### src/rtl/spi_reg_responder_if.sv
// Pin and fabric-side bundle for spi_reg_responder: SPI link, host register port
// and the per-byte SPI write notification.
interface spi_reg_responder_if;
  logic       spi_SCLK;
  logic       spi_SS_n;
  logic       spi_MOSI;
  logic       spi_MISO;
  logic       spi_MISO_oe;
  logic [4:0] host_addr;
  logic       host_wr;
  logic [7:0] host_wdata;
  logic [7:0] host_rdata;
  logic       spi_wr_valid;
  logic [4:0] spi_wr_addr;
  logic [7:0] spi_wr_data;
  logic       busy;

  modport slave (
    input  spi_SCLK, spi_SS_n, spi_MOSI, host_addr, host_wr, host_wdata,
    output spi_MISO, spi_MISO_oe, host_rdata, spi_wr_valid, spi_wr_addr,
           spi_wr_data, busy
  );

  modport master (
    output spi_SCLK, spi_SS_n, spi_MOSI, host_addr, host_wr, host_wdata,
    input  spi_MISO, spi_MISO_oe, host_rdata, spi_wr_valid, spi_wr_addr,
           spi_wr_data, busy
  );
endinterface

### src/rtl/spi_reg_responder.sv
// SPI mode-0 slave in front of a 32 x 8 register file, MAX3421E-style command byte
// with auto-increment; a second fabric port shares the same registers.
module spi_reg_responder #(
  parameter logic [4:0] STATUS_ADDR = 5'd0,
  parameter logic [7:0] RESET_VAL   = 8'h00
) (
  input logic                clk_50_clk,
  input logic                reset_50_reset_n,
  spi_reg_responder_if.slave bus
);

  typedef enum logic [1:0] {IDLE, CMD, WR, RD} state_t;

  state_t     state_q, state_d;
  logic [2:0] sclk_q, ssn_q;
  logic [1:0] mosi_q;
  logic [7:0] mem_q [32];
  logic [2:0] bitcnt_q, bitcnt_d;
  logic [6:0] rx_q, rx_d;
  logic [7:0] tx_q, tx_d;
  logic       miso_q, miso_d;
  logic       busy_q, busy_d;
  logic [4:0] addr_q, addr_d;
  logic       wr_valid_q, wr_valid_d;
  logic [4:0] wr_addr_q, wr_addr_d;
  logic [7:0] wr_data_q, wr_data_d;
  logic [7:0] host_rdata_q;

  logic       sclk_rise, sclk_fall, ssn_fall, ssn_rise;
  logic [7:0] rx_byte;
  logic [4:0] addr_inc;
  logic       spi_we;

  // Two synchronizer flops per pin; the third SCLK/SS_n flop gives edge detection.
  always_ff @(posedge clk_50_clk or negedge reset_50_reset_n) begin
    if (!reset_50_reset_n) begin
      sclk_q <= 3'b000;
      ssn_q  <= 3'b111;
      mosi_q <= 2'b00;
    end else begin
      sclk_q <= {sclk_q[1:0], bus.spi_SCLK};
      ssn_q  <= {ssn_q[1:0], bus.spi_SS_n};
      mosi_q <= {mosi_q[0], bus.spi_MOSI};
    end
  end

  assign sclk_rise = sclk_q[1] & ~sclk_q[2];
  assign sclk_fall = ~sclk_q[1] & sclk_q[2];
  assign ssn_fall  = ~ssn_q[1] & ssn_q[2];
  assign ssn_rise  = ssn_q[1] & ~ssn_q[2];
  assign rx_byte   = {rx_q, mosi_q[1]};
  assign addr_inc  = addr_q + 5'd1;

  always_ff @(posedge clk_50_clk or negedge reset_50_reset_n) begin
    if (!reset_50_reset_n) begin
      state_q    <= IDLE;
      bitcnt_q   <= 3'd0;
      rx_q       <= 7'd0;
      tx_q       <= 8'd0;
      miso_q     <= 1'b0;
      busy_q     <= 1'b0;
      addr_q     <= 5'd0;
      wr_valid_q <= 1'b0;
      wr_addr_q  <= 5'd0;
      wr_data_q  <= 8'd0;
    end else begin
      state_q    <= state_d;
      bitcnt_q   <= bitcnt_d;
      rx_q       <= rx_d;
      tx_q       <= tx_d;
      miso_q     <= miso_d;
      busy_q     <= busy_d;
      addr_q     <= addr_d;
      wr_valid_q <= wr_valid_d;
      wr_addr_q  <= wr_addr_d;
      wr_data_q  <= wr_data_d;
    end
  end

  // miso_q holds the bit on the wire; tx_q holds the bits still to come, so a
  // byte loaded at a boundary puts its bit7 out on the following SCLK fall.
  always_comb begin
    state_d    = state_q;
    bitcnt_d   = bitcnt_q;
    rx_d       = rx_q;
    tx_d       = tx_q;
    miso_d     = miso_q;
    busy_d     = busy_q;
    addr_d     = addr_q;
    wr_valid_d = 1'b0;
    wr_addr_d  = wr_addr_q;
    wr_data_d  = wr_data_q;
    spi_we     = 1'b0;
    if (state_q == IDLE) begin
      if (ssn_fall) begin
        state_d  = CMD;
        bitcnt_d = 3'd0;
        rx_d     = 7'd0;
        miso_d   = mem_q[STATUS_ADDR][7];
        tx_d     = {mem_q[STATUS_ADDR][6:0], 1'b0};
        busy_d   = 1'b1;
      end
    end else if (ssn_rise) begin
      state_d  = IDLE;
      bitcnt_d = 3'd0;
      busy_d   = 1'b0;
      miso_d   = 1'b0;
      tx_d     = 8'd0;
    end else if (sclk_rise) begin
      rx_d     = rx_byte[6:0];
      bitcnt_d = bitcnt_q + 3'd1;
      if (bitcnt_q == 3'd7) begin
        case (state_q)
          CMD: begin
            addr_d = rx_byte[7:3];
            if (rx_byte[1]) begin
              state_d = WR;
              tx_d    = 8'd0;
            end else begin
              state_d = RD;
              tx_d    = mem_q[rx_byte[7:3]];
            end
          end
          WR: begin
            spi_we     = 1'b1;
            wr_valid_d = 1'b1;
            wr_addr_d  = addr_q;
            wr_data_d  = rx_byte;
            addr_d     = addr_inc;
            tx_d       = 8'd0;
          end
          RD: begin
            addr_d = addr_inc;
            tx_d   = mem_q[addr_inc];
          end
          default: ;
        endcase
      end
    end else if (sclk_fall) begin
      miso_d = tx_q[7];
      tx_d   = {tx_q[6:0], 1'b0};
    end
  end

  // SPI write is issued after the host write so it wins a same-register collision.
  always_ff @(posedge clk_50_clk or negedge reset_50_reset_n) begin
    if (!reset_50_reset_n) begin
      for (int i = 0; i < 32; i++) mem_q[i] <= RESET_VAL;
      host_rdata_q <= 8'd0;
    end else begin
      host_rdata_q <= mem_q[bus.host_addr];
      if (bus.host_wr) mem_q[bus.host_addr] <= bus.host_wdata;
      if (spi_we) mem_q[addr_q] <= rx_byte;
    end
  end

  assign bus.spi_MISO     = busy_q & miso_q;
  assign bus.spi_MISO_oe  = busy_q;
  assign bus.busy         = busy_q;
  assign bus.host_rdata   = host_rdata_q;
  assign bus.spi_wr_valid = wr_valid_q;
  assign bus.spi_wr_addr  = wr_addr_q;
  assign bus.spi_wr_data  = wr_data_q;

endmodule

### src/flat_wrapper.sv
// flat-port wrapper written by rule: the top's interface ports become plain ports
module spi_reg_responder_flat 
#(
  parameter logic [4:0] STATUS_ADDR = 5'd0,
  parameter logic [7:0] RESET_VAL   = 8'h00
)
  (clk_50_clk, reset_50_reset_n, bus_spi_SCLK, bus_spi_SS_n, bus_spi_MOSI, bus_host_addr, bus_host_wr, bus_host_wdata, bus_spi_MISO, bus_spi_MISO_oe, bus_host_rdata, bus_spi_wr_valid, bus_spi_wr_addr, bus_spi_wr_data, bus_busy);
  spi_reg_responder_if bus_i ();
  input logic clk_50_clk;
  input logic reset_50_reset_n;
  input wire logic [$bits(bus_i.spi_SCLK)-1:0] bus_spi_SCLK;
  input wire logic [$bits(bus_i.spi_SS_n)-1:0] bus_spi_SS_n;
  input wire logic [$bits(bus_i.spi_MOSI)-1:0] bus_spi_MOSI;
  input wire logic [$bits(bus_i.host_addr)-1:0] bus_host_addr;
  input wire logic [$bits(bus_i.host_wr)-1:0] bus_host_wr;
  input wire logic [$bits(bus_i.host_wdata)-1:0] bus_host_wdata;
  output wire logic [$bits(bus_i.spi_MISO)-1:0] bus_spi_MISO;
  output wire logic [$bits(bus_i.spi_MISO_oe)-1:0] bus_spi_MISO_oe;
  output wire logic [$bits(bus_i.host_rdata)-1:0] bus_host_rdata;
  output wire logic [$bits(bus_i.spi_wr_valid)-1:0] bus_spi_wr_valid;
  output wire logic [$bits(bus_i.spi_wr_addr)-1:0] bus_spi_wr_addr;
  output wire logic [$bits(bus_i.spi_wr_data)-1:0] bus_spi_wr_data;
  output wire logic [$bits(bus_i.busy)-1:0] bus_busy;
  assign bus_i.spi_SCLK = bus_spi_SCLK;
  assign bus_i.spi_SS_n = bus_spi_SS_n;
  assign bus_i.spi_MOSI = bus_spi_MOSI;
  assign bus_i.host_addr = bus_host_addr;
  assign bus_i.host_wr = bus_host_wr;
  assign bus_i.host_wdata = bus_host_wdata;
  assign bus_spi_MISO = bus_i.spi_MISO;
  assign bus_spi_MISO_oe = bus_i.spi_MISO_oe;
  assign bus_host_rdata = bus_i.host_rdata;
  assign bus_spi_wr_valid = bus_i.spi_wr_valid;
  assign bus_spi_wr_addr = bus_i.spi_wr_addr;
  assign bus_spi_wr_data = bus_i.spi_wr_data;
  assign bus_busy = bus_i.busy;
  spi_reg_responder #(.STATUS_ADDR(STATUS_ADDR), .RESET_VAL(RESET_VAL)) u_core (.clk_50_clk(clk_50_clk), .reset_50_reset_n(reset_50_reset_n), .bus(bus_i));
endmodule
### config.mk
export PLATFORM = sky130hd
export DESIGN_NAME = spi_reg_responder_flat
export DESIGN_NICKNAME = d
export VERILOG_FILES = /design/src/rtl/spi_reg_responder_if.sv /design/src/rtl/spi_reg_responder.sv /design/src/flat_wrapper.sv
export SDC_FILE = /design/constraint.sdc
export NUM_CORES = 1
export LEC_CHECK = 0
export ABC_AREA = 0
export ABC_CLOCK_PERIOD_IN_PS = 3240
export BUFFER_PORTS_ARGS = -buffer_cell sky130_fd_sc_hd__clkbuf_2
export CAP_MARGIN = 20
export CELL_PAD_IN_SITES_DETAIL_PLACEMENT = 0
export CELL_PAD_IN_SITES_GLOBAL_PLACEMENT = 1
export CORE_MARGIN = 3
export CORE_UTILIZATION = 35
export CTS_BUF_LIST = sky130_fd_sc_hd__clkbuf_8
export CTS_CLUSTER_DIAMETER = 30
export DETAILED_ROUTE_END_ITERATION = 8
export PLACE_DENSITY = 0.7
export SLEW_MARGIN = 20
export SYNTH_ARGS = -nofsm -noshare
export SYNTH_HDL_FRONTEND = slang
export SYNTH_SLANG_ARGS = --single-unit
export TNS_END_PERCENT = 1
### constraint.sdc
create_clock -name clk_50_clk -period 3.24 [get_ports clk_50_clk]
set_input_delay 0.162 -clock clk_50_clk [delete_from_list [all_inputs] [get_ports clk_50_clk]]
set_output_delay 0.162 -clock clk_50_clk [all_outputs]
set_load 0.01 [all_outputs]
==> metrics.csv <==
stage,metric,value,unit
run_status,outcome,"complete, no violations",
floorplan,row cnt,88,
setup_path,data arrival time of the critical path,3.69,ns
synth,combined area of all synthesized cells,20900,sq um
setup_path,capturing point of the worst reg2reg path,u_core.tx_q[6]$_DFFE_PN0P_,
timing,Period minus WS final,3.16,ns
clock_network,maximum clock path buffer count,3,
detailed_routing,highest routed metal layer,met5,
detailed_routing,Avg WL per Cell,28.5,um
synth,net count of the mapped netlist,1980,
detailed_routing,total wire length,80700,um
setup_path,master of the slowest instance on the critical path,sky130_fd_sc_hd__mux4_2,
setup_path,R2R Path Start,u_core.addr_q[1]$_DFFE_PN0P_,
setup_path,CP Class,flop to flop,
timing,maximum clock rate,317,MHz
synth,top_reg_cell synth,sky130_fd_sc_hd__dfrtp_1,
synth,proportion of synthesized chip area in sequential cells,37.6,%
global_route,GRT Total Usage,25.5,%
timing,Slew HR,23.0,%
setup_path,CP cell instances,"inv_1, ha_4, buf_4, mux4_2, mux2i_1, o22ai_1, nor4_1, nor3_1",
global_route,vias in the first global route,17000,
hold_path,path category of the worst min-delay check,input pin to async pin,
cells_and_area,area of combinational cells with multiple inputs,12300,sq um
cells_and_area,Total Nets Final,2029,
detailed_routing,DRC violation count after routing,0,
synth,Gate Count Post-Synth,1948,
timing,count of endpoints failing setup in the final report,0,
clock_network,worst skew pair latency,0.69,ns
synth,YS warnings,0,
power,static leakage power,9.33,nW
setup_path,buffer and inverter count on the worst path,2,
detailed_routing,routed length on met1,32900,um
floorplan,DIE HEIGHT,250,um
cells_and_area,"leading cell type in the layout, fill and taps excluded",sky130_fd_sc_hd__dfrtp_1,
power,combinational share of power,26.1,%
power,clock power share,37.7,%
place,"Cell Area, Placed",22100,sq um
clock_network,CTS resizes,0,
power,design internal power,10.4,mW
clock_network,total CTS buffers,88,
cells_and_area,sequential cell area in the final layout,7850,sq um
power,largest voltage drop on the vdd net,0.447,mV
detailed_routing,DRT Pass-1 Iters,6,
timing,final clock skew,0.0291,ns
detailed_routing,met3 routed wirelength,7730,um
clock_network,H-tree levels,3,
detailed_routing,routed vias,17500,
power,proportion of total power due to net switching,34.4,%
cells_and_area,layout overhead on the synthesized area,15.8,%
timing,transition at the pin with the smallest max-transition slack,1.16,ns
detailed_routing,met2 wire length,35800,um
cells_and_area,end-of-flow core utilization,41.4,%
setup_path,delay of the slowest cell on the worst path,0.55,ns
place,placer congestion estimate,0.966,
flow_run,max capacitance violation total,0,
timing,period utilization,97.5,%
clock_network,CTS Sinks,313,
power,sequential group share of total power,36.2,%
setup_path,category of the worst setup path launch point,flop,
power,net switching power of the design,5.44,mW
floorplan,Horiz. Die Dim,250,um
synth,share of flip-flops with an asynchronous set or reset,100,%
floorplan,full die area,62600,sq um
cells_and_area,final-layout fill cell count,5516,
setup_path,"Largest delay share family, worst path",multiplexers,
cells_and_area,fraction of final layout cells sized beyond drive strength 1,24.0,%
cells_and_area,finished layout cell area,24200,sq um
clock_network,Post-CTS Setup Bufs,0,
detailed_routing,detailed router's first-iteration violation count,2128,
floorplan,CORE AREA,58400,sq um
synth,number of enable flip-flop cells after synthesis,0,
global_route,first-pass GRT wire length,119000,um
synth,Cell variety after synth,60,
synth,syn avg cell area,10.7,sq um
place,placement-stage worst setup slack,0.110,ns
timing,Fin. Hold Viols,0,
clock_network,CTS tree,built,
timing,Setup WS post-layout,0.0809,ns
setup_path,depth of the worst register-to-register path,8,
setup_path,Reg2Reg Setup Slack,0.08,ns
place,post-detailed-placement half-perimeter wirelength,54300,um
synth,register bit count reported by yosys,313,
power,power density normalized to cell area,654,nW/um^2
place,number of port buffers,43,
timing,final-layout worst hold slack,0.106,ns
global_route,aggregate global routing overflow,0,
detailed_routing,detail-routed via count per cell,6.16,
clock_network,master cell of the clock root buffer,sky130_fd_sc_hd__clkbuf_8,
floorplan,Initial Util,35.8,%
timing,max-slew violation count,0,
global_route,number of antenna violations at the first check in global routing,4,
setup_path,required time at the endpoint of the critical path,3.77,ns
timing,Total Negative Setup Slacks,0,ns
setup_path,Max Fanout on Critical Path,12,
detailed_routing,Post-DRT Antenna Nets,0,
floorplan,count of boundary I/O pins,44,
clock_network,clock-pin slew on the worst setup and hold paths,0.06,ns
cells_and_area,highest-count cells in the layout ignoring fill and taps,"303 x sky130_fd_sc_hd__dfrtp_1, 290 x sky130_fd_sc_hd__mux2i_1, 278 x sky130_fd_sc_hd__nor2_1",
setup_path,Critical Path Sink Type,flop,
global_route,maximum number of pins on one net before global-route repair,88,
timing,RSZ-0062 raised after global routing,false,
setup_path,launch point of the worst path,u_core.addr_q[1]$_DFFE_PN0P_,
[Yosys cell counts, types with 3 or more instances]
library cell | instances | area share (%)
sky130_fd_sc_hd__dfrtp_1 | 310 | 37
sky130_fd_sc_hd__mux2i_1 | 290 | 14
sky130_fd_sc_hd__nor2_1 | 278 | 5.0
sky130_fd_sc_hd__a21oi_1 | 258 | 6.2
sky130_fd_sc_hd__mux4_2 | 166 | 18
sky130_fd_sc_hd__nand2_1 | 137 | 2.5
sky130_fd_sc_hd__clkbuf_1 | 107 | 1.9
sky130_fd_sc_hd__o21ai_0 | 55 | 1.3
sky130_fd_sc_hd__buf_2 | 43 | 1.0
sky130_fd_sc_hd__a22oi_1 | 32 | 1.2
sky130_fd_sc_hd__mux4_1 | 24 | 3.0
sky130_fd_sc_hd__nand3_1 | 20 | 0.48
sky130_fd_sc_hd__nor2_2 | 18 | 0.54
sky130_fd_sc_hd__nor3_1 | 18 | 0.43
sky130_fd_sc_hd__buf_1 | 16 | 0.29
sky130_fd_sc_hd__mux2_2 | 15 | 0.81
sky130_fd_sc_hd__ha_1 | 13 | 0.78
sky130_fd_sc_hd__o22ai_1 | 13 | 0.39
sky130_fd_sc_hd__nor2b_1 | 10 | 0.30
sky130_fd_sc_hd__a211oi_1 | 9 | 0.32
sky130_fd_sc_hd__inv_1 | 8 | 0.14
sky130_fd_sc_hd__nand4_1 | 8 | 0.24
sky130_fd_sc_hd__and2_1 | 7 | 0.21
sky130_fd_sc_hd__a221oi_1 | 6 | 0.25
sky130_fd_sc_hd__nand3b_1 | 6 | 0.22
sky130_fd_sc_hd__nor4_1 | 6 | 0.18
sky130_fd_sc_hd__o221ai_1 | 6 | 0.25
sky130_fd_sc_hd__buf_4 | 5 | 0.18
sky130_fd_sc_hd__nand2b_1 | 5 | 0.15
sky130_fd_sc_hd__nor3b_1 | 5 | 0.18
sky130_fd_sc_hd__or3_1 | 5 | 0.15
sky130_fd_sc_hd__and3_1 | 4 | 0.12
sky130_fd_sc_hd__buf_6 | 3 | 0.16
sky130_fd_sc_hd__dfstp_2 | 3 | 0.38
sky130_fd_sc_hd__xnor2_1 | 3 | 0.13
sky130_fd_sc_hd__xor2_1 | 3 | 0.13
[stage by stage]
stage,instances,power [mW]
6_report,2837,15.8
5_1_grt,2835,16.5
4_1_cts,2834,15.8
2_1_floorplan,1948,8.13
3_3_place_gp,2668,9.67
3_5_place_dp,2668,9.77
[layer usage]
metal | track usage [%] | vias up
met3 | 6.54 | 223
met5 | 0 | -
met2 | 38.0 | 1047
met4 | 12.6 | 2
met1 | 34.4 | 8809
li1 | - | 7399
[timing repair]
| item | CTS | global route |
|---|---|---|
| setup endpoints to repair | 0 | 0 |
| hold buffers | 4 | 0 |
| hold endpoints to repair | 84 | 0 |
[worst max path at each step]
stage	to	cells past startpoint
2_1_floorplan	u_core.tx_q[5]$_DFFE_PN0P_	11
3_3_place_gp	u_core.tx_q[6]$_DFFE_PN0P_	8
3_5_place_dp	u_core.tx_q[6]$_DFFE_PN0P_	8
4_1_cts	u_core.tx_q[6]$_DFFE_PN0P_	8
5_1_grt	u_core.tx_q[6]$_DFFE_PN0P_	8
6_report	u_core.tx_q[6]$_DFFE_PN0P_	8
[flip-flops by register name, indices dropped and copies added, names as in the netlist]
name,cells
u_core.addr_q,5
u_core.bitcnt_q,3
u_core.bus.busy,1
u_core.bus.host_rdata,8
u_core.bus.spi_wr_addr,5
u_core.bus.spi_wr_data,8
u_core.bus.spi_wr_valid,1
u_core.mem_q,256
u_core.miso_q,1
u_core.mosi_q,2
u_core.rx_q,7
u_core.sclk_q,3
u_core.ssn_q,3
u_core.state_q,2
u_core.tx_q,8
[logic make-up (layout without fill, tap and decap cells)]
family / count (synthesis) / in the layout / share of synthesized area, %
flip-flops: 313 / 313 / 37.6
AO/OA/AOI/OAI: 399 / 399 / 10.7
XOR/XNOR: 6 / 6 / 0.252
multiplexers: 495 / 495 / 35.7
AND/OR/NAND/NOR: 538 / 538 / 11.1
adder cells (fa/ha/maj): 13 / 13 / 0.780
buffers and inverters: 184 / 305 / 3.92
other: 0 / 3 / 0
[power groups by stage]
stage	sequential [mW]	combinational, mW	clock [mW]
after floorplan	5.17	2.95	0
after global routing	5.78	4.37	6.33
after CTS	5.67	4.08	6.08
final	5.72	4.12	5.97
after global placement	5.66	4.01	0
after detailed placement	5.71	4.06	0
[area by class of cell]
type,instances,share of cell area (%)
Sequential cell,313,32.5
Inverter,8,0.124
Clock buffer,106,6.04
Antenna cell,3,0.0311
Multi-Input combinational cell,1451,50.7
Timing Repair Buffer,135,4.39
Tap cell,765,3.96
Clock inverter,56,2.26
(Power assumes the default switching activity.)
